## config.mk

```make
export PLATFORM = sky130hd
export DESIGN_NAME = nibble_rr_packer
export DESIGN_NICKNAME = d
export VERILOG_FILES = /design/src/rtl/nibble_rr_packer_pkg.sv /design/src/rtl/nibble_rr_packer_rr_arb.sv /design/src/rtl/nibble_rr_packer.sv
export SDC_FILE = /design/constraint.sdc
export NUM_CORES = 1
export LEC_CHECK = 0
export CAP_MARGIN = 0
export CELL_PAD_IN_SITES_DETAIL_PLACEMENT = 0
export CELL_PAD_IN_SITES_GLOBAL_PLACEMENT = 1
export CORE_UTILIZATION = 41
export CTS_CLUSTER_SIZE = 12
export DETAILED_ROUTE_END_ITERATION = 6
export PLACE_DENSITY = 0.82
export SYNTH_ARGS = -nofsm -noshare
export SYNTH_HDL_FRONTEND = slang
export SYNTH_SLANG_ARGS = --single-unit
```

## constraint.sdc

```tcl
create_clock -name clk -period 6.9 [get_ports clk]
set_clock_uncertainty 0.15 [all_clocks]
set_input_delay 1.725 -clock clk [delete_from_list [all_inputs] [get_ports clk]]
set_output_delay 1.725 -clock clk [all_outputs]
set_load 0.02 [all_outputs]
```

## src/rtl/nibble_rr_packer_pkg.sv

```systemverilog
// Shared types and default sizing for the nibble round-robin packer.
package nibble_rr_packer_pkg;

  typedef enum logic {
    FILL = 1'b0,
    HOLD = 1'b1
  } state_t;

  localparam int NREQ_DEF  = 4;
  localparam int NW_DEF    = 4;
  localparam int DEPTH_DEF = 8;

endpackage

```

## src/rtl/nibble_rr_packer_rr_arb.sv

```systemverilog
// Combinational round-robin arbiter: first set request at or after ptr wins.
module rr_arb
  import nibble_rr_packer_pkg::*;
#(
  parameter int NREQ = NREQ_DEF,
  localparam int IDW = $clog2(NREQ)
) (
  input  logic [NREQ-1:0] req,
  input  logic [IDW-1:0]  ptr,
  input  logic            enable,
  output logic [NREQ-1:0] gnt,
  output logic [IDW-1:0]  idx
);

  logic [IDW-1:0] pos;
  logic           found;

  // NREQ is a power of two, so ptr+k wraps naturally in IDW bits.
  always_comb begin
    gnt   = '0;
    idx   = '0;
    pos   = '0;
    found = 1'b0;
    for (int k = 0; k < NREQ; k++) begin
      pos = ptr + k[IDW-1:0];
      if (enable && !found && req[pos]) begin
        found    = 1'b1;
        gnt[pos] = 1'b1;
        idx      = pos;
      end
    end
  end

endmodule

```

## src/rtl/nibble_rr_packer.sv

```systemverilog
// Packs round-robin granted nibbles into a DEPTH-slot word and holds it
// until the consumer handshakes.
module nibble_rr_packer
  import nibble_rr_packer_pkg::*;
#(
  parameter int NREQ  = NREQ_DEF,
  parameter int NW    = NW_DEF,
  parameter int DEPTH = DEPTH_DEF,
  localparam int IDW  = $clog2(NREQ),
  localparam int FLW  = $clog2(DEPTH) + 1
) (
  input  logic               clk,
  input  logic               rst_n,
  input  logic [NREQ-1:0]    req,
  input  logic [NREQ*NW-1:0] data,
  output logic [NREQ-1:0]    gnt,
  output logic [NW*DEPTH-1:0] word,
  output logic               word_valid,
  input  logic               word_ready,
  output logic [FLW-1:0]     fill_level,
  output logic [IDW-1:0]     last_id
);

  state_t         state, state_next;
  logic [IDW-1:0] ptr;
  logic [IDW-1:0] gnt_idx;
  logic           grant_any;
  logic           arb_en;
  logic [NW-1:0]  gnt_nib;
  logic [FLW-2:0] slot;
  logic           last_slot;

  // Grants are suppressed while reset is held so gnt reads zero immediately.
  assign arb_en    = rst_n && (state == FILL);
  assign grant_any = |gnt;
  assign gnt_nib   = data[int'(gnt_idx)*NW +: NW];
  assign slot      = fill_level[FLW-2:0];
  assign last_slot = (fill_level == FLW'(DEPTH - 1));
  assign word_valid = (state == HOLD);

  rr_arb #(.NREQ(NREQ)) u_arb (
    .req    (req),
    .ptr    (ptr),
    .enable (arb_en),
    .gnt    (gnt),
    .idx    (gnt_idx)
  );

  always_ff @(posedge clk or negedge rst_n) begin
    if (!rst_n) state <= FILL;
    else        state <= state_next;
  end

  always_comb begin
    state_next = state;
    case (state)
      FILL: if (grant_any && last_slot) state_next = HOLD;
      HOLD: if (word_ready)             state_next = FILL;
      default:                          state_next = FILL;
    endcase
  end

  // Only a grant or a HOLD handshake touches the datapath; idle cycles keep everything.
  always_ff @(posedge clk or negedge rst_n) begin
    if (!rst_n) begin
      ptr        <= '0;
      fill_level <= '0;
      word       <= '0;
      last_id    <= '0;
    end else if (grant_any) begin
      word[int'(slot)*NW +: NW] <= gnt_nib;
      fill_level                <= fill_level + FLW'(1);
      ptr                       <= gnt_idx + IDW'(1);
      last_id                   <= gnt_idx;
    end else if (state == HOLD && word_ready) begin
      fill_level <= '0;
    end
  end

endmodule

```

Word level (Yosys, flattened, before mapping)
Index checks and enable logic that the tools add are counted.

Register bits after elaboration: 41. Bits in latches: 0. Bits in writable memories: 0. Memory bits (read-only): 0. Output and inout port bits: 43. Logic and storage cells: 79. Memories kept: 0.

$add $sub $neg: 6. $mul: 0. Divide/modulo/power cells: 0. $lt $le $gt $ge: 8. Eq/ne operators: 1. Shifts and indexed selects: 3. Muxes and demuxes: 33. Bitwise operators: 4. Reductions and logical operators: 19.

Operator list (number): negation 5 -> 33 bit (1); variable shift 4 x 33 -> 32 bit (first input constant) (1); indexed part select 4 x 33 -> 32 bit (1); bitwise mux 32 bit (1); 2-to-1 mux 4 bit (6); indexed part select 16 x 5 -> 4 bit (1); logical AND 1 bit (14); 2-to-1 mux 1 bit (13); less-than comparator 2 x 3 -> 1 bit (second input constant) (4); bitwise OR 4 bit (3); binary-select mux 1 bit (select 2 bit) (4); demux 1 bit (select 2 bit) (4); greater-or-equal comparator 2 x 1 -> 1 bit (second input constant) (4); 2-to-1 mux 2 bit (4); adder 2 x 1 -> 2 bit (second input constant) (2); adder 2 bit (second input constant) (2); adder 4 x 1 -> 4 bit (second input constant) (1); equality test 4 x 3 -> 1 bit (second input constant) (1); OR reduction 4 bit (1); logical NOT 1 bit (3); one-hot mux 1 bit (2 select lines) (1); nonzero test 2 bit (1); inverter 1 bit (1).

Depth between registers and ports, before layout
Gate-level depths: netlist of run 1.

Depth after elaboration: 20. Mapped depth: 13. Gate-level depth less buffers: 9.

Hierarchy
From an unflattened synthesis of run 1, not the netlist that was laid out.

Cells, all modules: 208. Area total of the unflattened synthesis: 2392.3 µm².

By module, submodules not included: nibble_rr_packer (instances 1, cells each 135, area an instance 1849.3 µm²); rr_arb (instances 1, cells each 73, area an instance 543.0 µm²).

Worst setup path after synthesis of run 1
No wires, ideal clock.

Kind: input -> output. Start point: input req[2]. End point: output gnt[3]. Arrival: 3026 ps. Required time: 5025 ps. Path slack: 1999 ps. Stages on the path: 6. Cells stage by stage: clkbuf_1 -> mux4_2 -> buf_6 -> o21a_1 -> o22a_2 -> inv_1.

Word-level cells in the longest chain between the ends: 16. Elaborated cells between the ends (all ways): 28.

Ends and longest elaborated chain: start: declaration (line nibble_rr_packer.sv:14) `input logic [NREQ-1:0] req,`; binary-select mux 1 bit (select 2 bit) (line nibble_rr_packer_rr_arb.sv:26) `if (enable && !found && req[pos]) begin`; 2-to-1 mux 1 bit (not written as such) (line nibble_rr_packer_rr_arb.sv:26); logical AND 1 bit (line nibble_rr_packer_rr_arb.sv:26); 2-to-1 mux 1 bit (line nibble_rr_packer_rr_arb.sv:26); logical NOT 1 bit (line nibble_rr_packer_rr_arb.sv:26); logical AND 1 bit (2 in a row) (line nibble_rr_packer_rr_arb.sv:26); 2-to-1 mux 1 bit (line nibble_rr_packer_rr_arb.sv:26); logical NOT 1 bit (line nibble_rr_packer_rr_arb.sv:26); logical AND 1 bit (2 in a row) (line nibble_rr_packer_rr_arb.sv:26); 2-to-1 mux 1 bit (line nibble_rr_packer_rr_arb.sv:26); logical NOT 1 bit (line nibble_rr_packer_rr_arb.sv:26); logical AND 1 bit (2 in a row) (line nibble_rr_packer_rr_arb.sv:26); 2-to-1 mux 4 bit * (line nibble_rr_packer_rr_arb.sv:26); end: declaration (line nibble_rr_packer.sv:16) `output logic [NREQ-1:0] gnt,`.

Mark *: on every way between the ends. The rest lies on a longest branch, timed or not. The select of a mux whose other input is x is not followed.

Final worst setup path of run 1
Start point: input req[3]. End point: output gnt[0].

Same word-level chain as after synthesis.

==> results of run 1 <==
[cell type report]
type | instances | area, sq um | area share (%)
multi-input cells | 139 | 1369 | 41.77
inverters | 11 | 41.29 | 1.260
repair buffers | 66 | 653.1 | 19.93
well taps | 75 | 93.84 | 2.864
flip-flops and latches | 41 | 1026 | 31.31
clock inverters | 3 | 25.02 | 0.7637
clock buffers | 5 | 68.82 | 2.100
[per-layer routing]
| layer | GRT usage (%) | vias up |
|---|---|---|
| met5 | 0 | - |
| li1 | - | 864 |
| met1 | 26.07 | 883 |
| met3 | 6.477 | 6 |
| met4 | 4.464 | 0 |
| met2 | 28.72 | 43 |
[worst paths after layout]
check / depth (start not counted) / startpoint / to
worst max-delay path: 7 / req[3] / gnt[0]
worst min-delay path: 1 / word[17] / word[17]
worst max register to register: 9 / ptr[0] / word[10]
worst min register to register: 1 / word[17] / word[17]
max in group asynchronous: 2 / rst_n / ptr[1]
min in group asynchronous: 2 / rst_n / word[20]
[cells by family (layout without fill, tap and decap cells)]
kind of cell / Yosys count / count (layout) / share of synthesized area [%]
muxes: 62 / 62 / 30.15
DFF: 41 / 41 / 41.00
and+or+nand+nor: 41 / 41 / 11.40
AOI/OAI and AO/OA: 26 / 26 / 8.301
buffers and inverters: 20 / 85 / 4.300
adders and majority gates: 9 / 9 / 4.500
xor gates and xnor gates: 1 / 1 / 0.3501
[layout by cell type, fill, tap and decap left out, types with 2 or more instances in the layout]
master | netlist | final
sky130_fd_sc_hd__clkdlybuf4s50_1 | 0 | 64
sky130_fd_sc_hd__dfrtp_1 | 41 | 41
sky130_fd_sc_hd__mux2_2 | 27 | 27
sky130_fd_sc_hd__mux2i_1 | 20 | 20
sky130_fd_sc_hd__inv_1 | 11 | 11
sky130_fd_sc_hd__nand2_1 | 10 | 10
sky130_fd_sc_hd__ha_1 | 9 | 9
sky130_fd_sc_hd__mux2_4 | 8 | 8
sky130_fd_sc_hd__nor2_1 | 5 | 5
sky130_fd_sc_hd__clkbuf_8 | 0 | 5
sky130_fd_sc_hd__o21a_1 | 4 | 4
sky130_fd_sc_hd__and2_1 | 4 | 4
sky130_fd_sc_hd__o22a_1 | 4 | 4
sky130_fd_sc_hd__a21oi_1 | 4 | 4
sky130_fd_sc_hd__mux2i_2 | 4 | 4
sky130_fd_sc_hd__nand3_1 | 3 | 3
sky130_fd_sc_hd__and4_1 | 3 | 3
sky130_fd_sc_hd__mux4_1 | 2 | 2
sky130_fd_sc_hd__o21ai_0 | 2 | 2
sky130_fd_sc_hd__a221o_1 | 2 | 2
sky130_fd_sc_hd__a211o_1 | 2 | 2
sky130_fd_sc_hd__nand2b_1 | 2 | 2
sky130_fd_sc_hd__nor3b_2 | 2 | 2
sky130_fd_sc_hd__nor3b_1 | 2 | 2
sky130_fd_sc_hd__and3_1 | 2 | 2
sky130_fd_sc_hd__nor4b_4 | 2 | 2
[cells in the mapped netlist (all sizes together), types with 3 or more instances]
library cell  instances  area (sq um)
nand2                10         37.54
and4                  3         26.28
a21oi                 5         36.29
mux2i                24         255.2
nor2                  5         18.77
ha                    9         112.6
buf                   7         58.80
nand3                 3         15.01
dfrtp                41          1026
inv                  11         41.29
nor3b                 4         40.03
and2                  4         25.02
mux4                  3         75.07
o22a                  5         45.04
mux2                 35         424.2
o21a                  4         30.03
[power groups by stage]
stage / Clock [mW] / Combinational [mW] / Sequential (mW)
2_1_floorplan: 0 / 0.626 / 0.552
3_3_place_gp: 0 / 1.06 / 0.449
3_5_place_dp: 0 / 1.07 / 0.448
4_1_cts: 0.169 / 1.08 / 0.446
5_1_grt: 0.179 / 1.15 / 0.462
6_report: 0.164 / 1.07 / 0.444
[sequential cells by signal, summed over array words and instances, names as in the netlist]
register    cells
fill_level      4
last_id         2
word_valid      1
word           32
ptr             2
[per-stage QoR]
step,hold WS [ns],worst slack (ns)
floorplan,0.4846,2.000
global placement,0.3414,1.035
detailed placement,0.3449,0.9778
CTS,0.3664,0.9742
global route,0.3816,0.8296
finish,0.3621,0.9565
==> results.json, run 1 <==
{
  "ys_ff_latch": 41,
  "crit_arrival_ns": 4.07,
  "p_int_mw": 0.9559,
  "vias_in_the_first_global_route": 1834,
  "setup_viol": 0,
  "crit_slowest_cell": "sky130_fd_sc_hd__mux4_1",
  "cts_hold_buf": 0,
  "finalCritPeriodShare_pct": 86.14,
  "final.min_clock_period_ns": 5.944,
  "power_switching_share_pct": 43.10,
  "clockBufferDepth": 2,
  "fmax_ghz": 0.1683,
  "net_switching_power_mw": 0.7239,
  "grt_max_degree": 42,
  "timing.max_slew.rel_slack_pct": 56.09,
  "comb_power_share_pct": 63.8,
  "synth_cell_type_count": 44,
  "layout.filler_cells": 530,
  "status": "completed",
  "synth_edf_count": 0,
  "path_delay_family": "buffers and inverters",
  "final-max-slew-violation-count": 0,
  "nNetsFinal": 296,
  "dpl.cell_count": 332,
  "layout.core_utilization_pct": 55.35,
  "detailed_place_hpwl_um": 4085,
  "post_drt_via_cell_ratio": 5.282,
  "drive_gt1_share_pct": 21.51,
  "ports": 66,
  "timing.critical_path.buf_inv": 3,
  "post_synth.cell_area_avg_sq_um": 12.51,
  "floorplan.initialDensity_pct": 42.27,
  "cts_tree": "yes",
  "timing.critical_path.to_type": "output pin",
  "wl_met3_um": 345,
  "syn_to_final_growth_pct": 30.95,
  "power.share.sequential_pct": 26.5,
  "top_layer": "met4",
  "die_height_um": 80.13,
  "worst_skew_pair_later_pin_latency_ns": 0.29,
  "critPathRequiredTime_ns": 5.03,
  "ctsResizeCount": 0,
  "post_synth_inst_count": 200,
  "hold_path.class": "register to register",
  "diodes": 0,
  "async_flop_share_pct": 100.0,
  "cts_made_buffers": 5,
  "detailedRoute.firstIterationViolations": 90,
  "routabilityCongestion": 0.8177,
  "detailroute.via_count": 1796,
  "worst_setup_hold_path_clk_slew_ns": 0.09,
  "first_pass_iters": 4,
  "floorplan.core_area_sq_um": 5921,
  "tightestPinTransition_ns": 0.6503,
  "cts-htree-levels": 2,
  "cp_common_cell": "sky130_fd_sc_hd__clkdlybuf4s50_1",
  "timing.max_cap.violations": 0,
  "cp_slowest_stage_delay_ns": 0.63,
  "area_of_the_die_sq_um": 6420,
  "worstPathCellList": "clkdlybuf4s50_1 -> mux4_1 -> and2_1 -> mux2i_1 -> o22a_1 -> inv_1 -> clkdlybuf4s50_1",
  "wirelength_um": 5636,
  "unrepaired_setup_endpoints_after_global_routing": "false",
  "ys.warnings.count": 0,
  "max-vdd-ir-drop_mv": 0.3308,
  "wl_met1_um": 2722,
  "post-cts-setup-buffers": 0,
  "route.detailed.wl_per_inst_um": 16.58,
  "p_per_area_nw_per_um2": 512.6,
  "overflow": 0,
  "met2_wirelength_um": 2519,
  "syn_nets": 232,
  "clock_power_share_pct": 9.8,
  "worst-setup-path-type": "input pin to output pin",
  "row_count": 28,
  "stdcell_area_sq_um": 3277,
  "power_leakage_nw": 1.456,
  "ant_nets": 0,
  "critPathMaxFanout": 12,
  "timing.setup.tns_ns": 0,
  "place_area_sq_um": 3183,
  "antenna_found_initial": 0,
  "cts.sink_count": 41,
  "drcViolationCount": 0,
  "worst_setup_path_start_kind": "input pin",
  "grt_pass1_wl_um": 9204,
  "finish.cell_count_without_fillers": 340,
  "numPortBuffers": 65,
  "synth_area_sq_um": 2502,
  "grt_use_total_pct": 18.97,
  "synth_top_flop_cell": "sky130_fd_sc_hd__dfrtp_1",
  "totalPowerFinal_mw": 1.680,
  "cts_root_buf": "sky130_fd_sc_hd__clkbuf_8",
  "die_boundary_width_um": 80.13,
  "timing_hold_violations_final": 0,
  "synth_seq_area_share_pct": 41.00,
  "setup.reg_to_reg.worst_slack_ns": 2.70
}
Power figures use the tool's default switching activity.
==> run 2, diff against run 1 <==
- CORE_UTILIZATION: 41 -> 54
- DONT_BUFFER_PORTS: not set -> 1
==> run 2 against run 1 <==
Net effect: power fell by 12%; sequential power rose by 34%; critical path depth did not move; maximum frequency rose by 21%; routed wire length fell by 11%; register-to-register slack improved by 0.07 ns; cell area fell by 20%; sequential share of layout area rose by 7.8 points; clock power rose by 23%.
==> results.json, run 2 (same netlist as run 1, synthesis figures left out) <==
{
  "status": "completed",
  "reg2reg_depth": 9,
  "final.min_clock_period_ns": 4.902,
  "routabilityCongestion": 0.9226,
  "worst_skew_pair_later_pin_latency_ns": 0.29,
  "diodes": 0,
  "wirelength_um": 5001,
  "power.share.sequential_pct": 40.1,
  "most-common-layout-cells": "sky130_fd_sc_hd__dfrtp_1, sky130_fd_sc_hd__mux2_2, sky130_fd_sc_hd__mux2i_1",
  "nNetsFinal": 230,
  "timing.setup.tns_ns": 0,
  "hold_depth": 2,
  "antenna_found_initial": 0,
  "ports": 66,
  "largest_register_ffs": 32,
  "top_regs": "word x32, fill_level x4",
  "cts.sink_count": 41,
  "largest-register": "word",
  "floorplan.initialDensity_pct": 56.69,
  "finalCritPeriodShare_pct": 71.04,
  "critPathMaxFanout": 12,
  "hold_path.class": "register to register",
  "power_leakage_nw": 1.218,
  "detailroute.via_count": 1602,
  "drive_gt1_share_pct": 27.64,
  "dpl.cell_count": 243,
  "drcViolationCount": 0,
  "p_int_mw": 0.8024,
  "clockBufferDepth": 2,
  "cts_hold_buf": 0,
  "cts-htree-levels": 2,
  "post-cts-setup-buffers": 0,
  "final-max-slew-violation-count": 0,
  "tightestPinTransition_ns": 0.6692,
  "ctsResizeCount": 0,
  "syn_to_final_growth_pct": 4.750,
  "cts_tree": "yes",
  "worst_setup_path_start_kind": "register",
  "die_boundary_width_um": 70.08,
  "die_height_um": 70.08,
  "worst-setup-path-type": "register to output pin",
  "timing_hold_violations_final": 0,
  "numPortBuffers": 0,
  "commonest_non_fill_non_tap_cell_in_the_layout": "sky130_fd_sc_hd__dfrtp_1",
  "crit_arrival_ns": 3.03,
  "row_count": 24,
  "timing.critical_path.to_type": "output pin",
  "timing.max_slew.rel_slack_pct": 54.82,
  "timing.max_cap.violations": 0,
  "floorplan.core_area_sq_um": 4414,
  "area_of_the_die_sq_um": 4911,
  "detailed_place_hpwl_um": 3705,
  "p_per_area_nw_per_um2": 565.2,
  "fmax_ghz": 0.2040,
  "vias_in_the_first_global_route": 1688,
  "grt_pass1_wl_um": 8211,
  "first_pass_iters": 4,
  "unrepaired_setup_endpoints_after_global_routing": "false",
  "worst_setup_hold_path_clk_slew_ns": 0.08,
  "net_switching_power_mw": 0.6792,
  "finish.cell_count_without_fillers": 251,
  "critPathRequiredTime_ns": 5.03,
  "setup_viol": 0,
  "post_drt_via_cell_ratio": 6.382,
  "ant_nets": 0,
  "cts_made_buffers": 5,
  "power_switching_share_pct": 45.84,
  "max-vdd-ir-drop_mv": 0.2656,
  "comb_power_share_pct": 46.3,
  "overflow": 0,
  "worst_hold_slack_ns": 0.5224,
  "clock_power_share_pct": 13.6,
  "detailedRoute.firstIterationViolations": 48,
  "grt_use_total_pct": 21.28,
  "route.detailed.wl_per_inst_um": 19.92,
  "grt_max_degree": 43,
  "cts_root_buf": "sky130_fd_sc_hd__clkbuf_8"
}
## run 2: worst paths after layout
check	startpoint	to	slack [ns]
setup reg to reg	ptr[0]	word[8]	2.77
min in group asynchronous	rst_n	word[31]	0.96
setup / recovery	ptr[0]	gnt[1]	2.00
hold reg to reg	last_id[1]	last_id[1]	0.52
hold / removal	last_id[1]	last_id[1]	0.52
max in group asynchronous	rst_n	word[7]	5.55
## run 2: layout make-up
cell class	instances	area, sq um
well taps	52	65.06
multi-input cells	139	1369
fillers	352	1793
inverters	11	41.29
clock inverters	2	37.54
clock buffers	6	82.58
flip-flops and latches	41	1026
## run 2: metrics by stage
step                      setup WS [ns]  power [mW]  utilization [%]  instance area, sq um
after detailed placement          2.107       1.284            56.66                  2501
final                             1.998       1.482            59.38                  2621
after floorplan                   2.000       1.179                -                  2502
after CTS                         1.991       1.489            59.38                  2621
after global routing              1.822       1.567            59.38                  2621
after global placement            2.148       1.252            56.66                  2501
## run 2: power by group through the flow
stage / logic [mW] / registers, mW / clock network (mW)
after global placement: 0.659 / 0.593 / 0
after global routing: 0.746 / 0.607 / 0.214
final: 0.686 / 0.594 / 0.202
after detailed placement: 0.687 / 0.597 / 0
after floorplan: 0.626 / 0.552 / 0
after CTS: 0.689 / 0.594 / 0.206
## run 2: worst max-delay path, stage by stage (launching register included)
cell and delay, ns:
sky130_fd_sc_hd__dfrtp_1 0.62, sky130_fd_sc_hd__inv_1 0.26, sky130_fd_sc_hd__ha_1 0.54, sky130_fd_sc_hd__mux4_1 0.65
sky130_fd_sc_hd__and2_1 0.19, sky130_fd_sc_hd__mux2i_1 0.13, sky130_fd_sc_hd__o22a_1 0.21, sky130_fd_sc_hd__inv_1 0.13
## run 2: per-layer routing
layer  wire [um]  track usage, %
met1        2010           24.98
met2        2571           35.68
met3         320           6.494
met4          97           9.778
met5           0               0
==> run 3, diff against run 2 <==
- CORE_UTILIZATION: 54 -> 50
- PLACE_DENSITY: 0.82 -> 0.76
- clock period: 6.9 -> 4.9 ns (I/O delays scaled with it)
==> run 3 against run 2 <==
Net effect: cell area fell by 0.43%; sequential cell count is the same; via count shrank 0.31%; largest power group unchanged.
==> results.json, run 3 (same netlist as run 1, synthesis figures left out) <==
{
  "status": "completed",
  "timing.max_cap.violations": 0,
  "floorplan.initialDensity_pct": 52.63,
  "largest_register_ffs": 32,
  "area_of_the_die_sq_um": 5292,
  "final-max-slew-violation-count": 0,
  "critPathRequiredTime_ns": 3.52,
  "finalWorstSetupSlack_ns": 0.4485,
  "worst-setup-path-type": "register to output pin",
  "ant_nets": 0,
  "cts.sink_count": 41,
  "unrepaired_setup_endpoints_after_global_routing": "false",
  "critPathMaxFanout": 12,
  "cts-htree-levels": 2,
  "stdcell_area_sq_um": 2610,
  "detailroute.via_count": 1597,
  "place_area_sq_um": 2520,
  "die_boundary_width_um": 72.75,
  "vias_in_the_first_global_route": 1567,
  "drcViolationCount": 0,
  "p_per_area_nw_per_um2": 773.8,
  "post_drt_via_cell_ratio": 6.026,
  "power_leakage_nw": 1.204,
  "most-common-layout-cells": "sky130_fd_sc_hd__dfrtp_1, sky130_fd_sc_hd__mux2_2, sky130_fd_sc_hd__mux2i_1",
  "layout.filler_cells": 430,
  "row_count": 25,
  "cts_hold_buf": 0,
  "timing.max_slew.rel_slack_pct": 58.10,
  "placement.setup.worst_slack_ns": 0.7380,
  "grt_pass1_wl_um": 7962,
  "seqCellArea_sq_um": 1026,
  "diodes": 0,
  "grt_max_degree": 43,
  "worst_hold_slack_ns": 0.4696,
  "crit_arrival_ns": 3.08,
  "top_regs": "word x32, fill_level x4",
  "antenna_found_initial": 0,
  "detailed_place_hpwl_um": 3764,
  "overflow": 0,
  "timing.setup.tns_ns": 0,
  "worst_setup_hold_path_clk_slew_ns": 0.07,
  "ctsResizeCount": 0,
  "largest-register": "word",
  "post-cts-setup-buffers": 0,
  "grt_use_total_pct": 19.86,
  "route.detailed.wl_per_inst_um": 18.80,
  "cts_tree": "yes",
  "finalCritPeriodShare_pct": 90.85,
  "routabilityCongestion": 0.9020,
  "cts_made_buffers": 5,
  "wirelength_um": 4981,
  "timing_hold_violations_final": 0,
  "final.min_clock_period_ns": 4.451,
  "ports": 66,
  "die_height_um": 72.75,
  "commonest_non_fill_non_tap_cell_in_the_layout": "sky130_fd_sc_hd__dfrtp_1",
  "nNetsFinal": 230,
  "hold_path.class": "input pin to asynchronous set/reset pin",
  "fmax_ghz": 0.2246,
  "worst_setup_path_start_kind": "register",
  "finish.cell_count_without_fillers": 265,
  "dpl.cell_count": 258,
  "numPortBuffers": 0,
  "first_pass_iters": 4,
  "timing.critical_path.to_type": "output pin",
  "drive_gt1_share_pct": 27.27,
  "setup_viol": 0,
  "area_of_combinational_cells_with_multiple_inputs_sq_um": 1369,
  "syn_to_final_growth_pct": 4.300,
  "detailedRoute.firstIterationViolations": 87,
  "worst_skew_pair_later_pin_latency_ns": 0.29,
  "floorplan.core_area_sq_um": 4755,
  "reg2reg_depth": 9,
  "max-vdd-ir-drop_mv": 0.5200,
  "tightestPinTransition_ns": 0.6207,
  "clockBufferDepth": 2,
  "cts_root_buf": "sky130_fd_sc_hd__clkbuf_8"
}
-- run 3: cell types whose count changed in the layout (fill, tap and decap cells not counted) --
cell,before,now
sky130_fd_sc_hd__bufinv_16,1,0
-- run 3: path summary, 6_finish.rpt --
kind                               start            end  slack, ns
worst max-delay path              ptr[0]         gnt[1]       0.45
worst min-delay path               rst_n        word[8]       0.47
worst max register to register    ptr[0]       word[11]       0.73
worst min register to register  word[14]       word[14]       0.52
max in group asynchronous          rst_n  fill_level[1]       4.04
min in group clk                word[14]       word[14]       0.52
-- run 3: layout make-up --
class	instances	area share (%)
clock buffers	6	3.164
clock inverters	1	0.2876
inverters	11	1.582
multi-input cells	139	52.44
flip-flops and latches	41	39.31
well taps	67	3.212
-- run 3: where the power goes --
part	total (mW)	switching [mW]	leakage [nW]	internal, mW
Combinational	0.964	0.497	0.651	0.467
Sequential	0.837	0.339	0.509	0.498
Clock	0.219	0.108	0.0433	0.111
Total	2.02	0.944	1.20	1.08
-- run 3: worst max-delay path, cell delays in order (launching register included) --
cell                      delay [ns]
sky130_fd_sc_hd__dfrtp_1        0.63
sky130_fd_sc_hd__inv_1          0.27
sky130_fd_sc_hd__ha_1           0.55
sky130_fd_sc_hd__mux4_1         0.66
sky130_fd_sc_hd__and2_1         0.19
sky130_fd_sc_hd__mux2i_1        0.16
sky130_fd_sc_hd__o22a_1         0.20
sky130_fd_sc_hd__inv_1          0.11
-- run 3: stage by stage --
stage / util (%) / total power [mW]
after global placement: 53.00 / 1.768
after detailed placement: 53.00 / 1.815
after CTS: 54.89 / 2.037
after global routing: 54.89 / 2.165
after floorplan: - / 1.660
final: 54.89 / 2.019
-- run 3: per-layer routing --
layer  global-route usage [%]  share of wire (%)  vias to the layer above
li1                         -                  -                      732
met3                    5.663                7.8                        5
met5                        0                  0                        -
met2                    30.84                 46                       67
met1                    27.08                 45                      793
met4                    5.882               0.94                        0
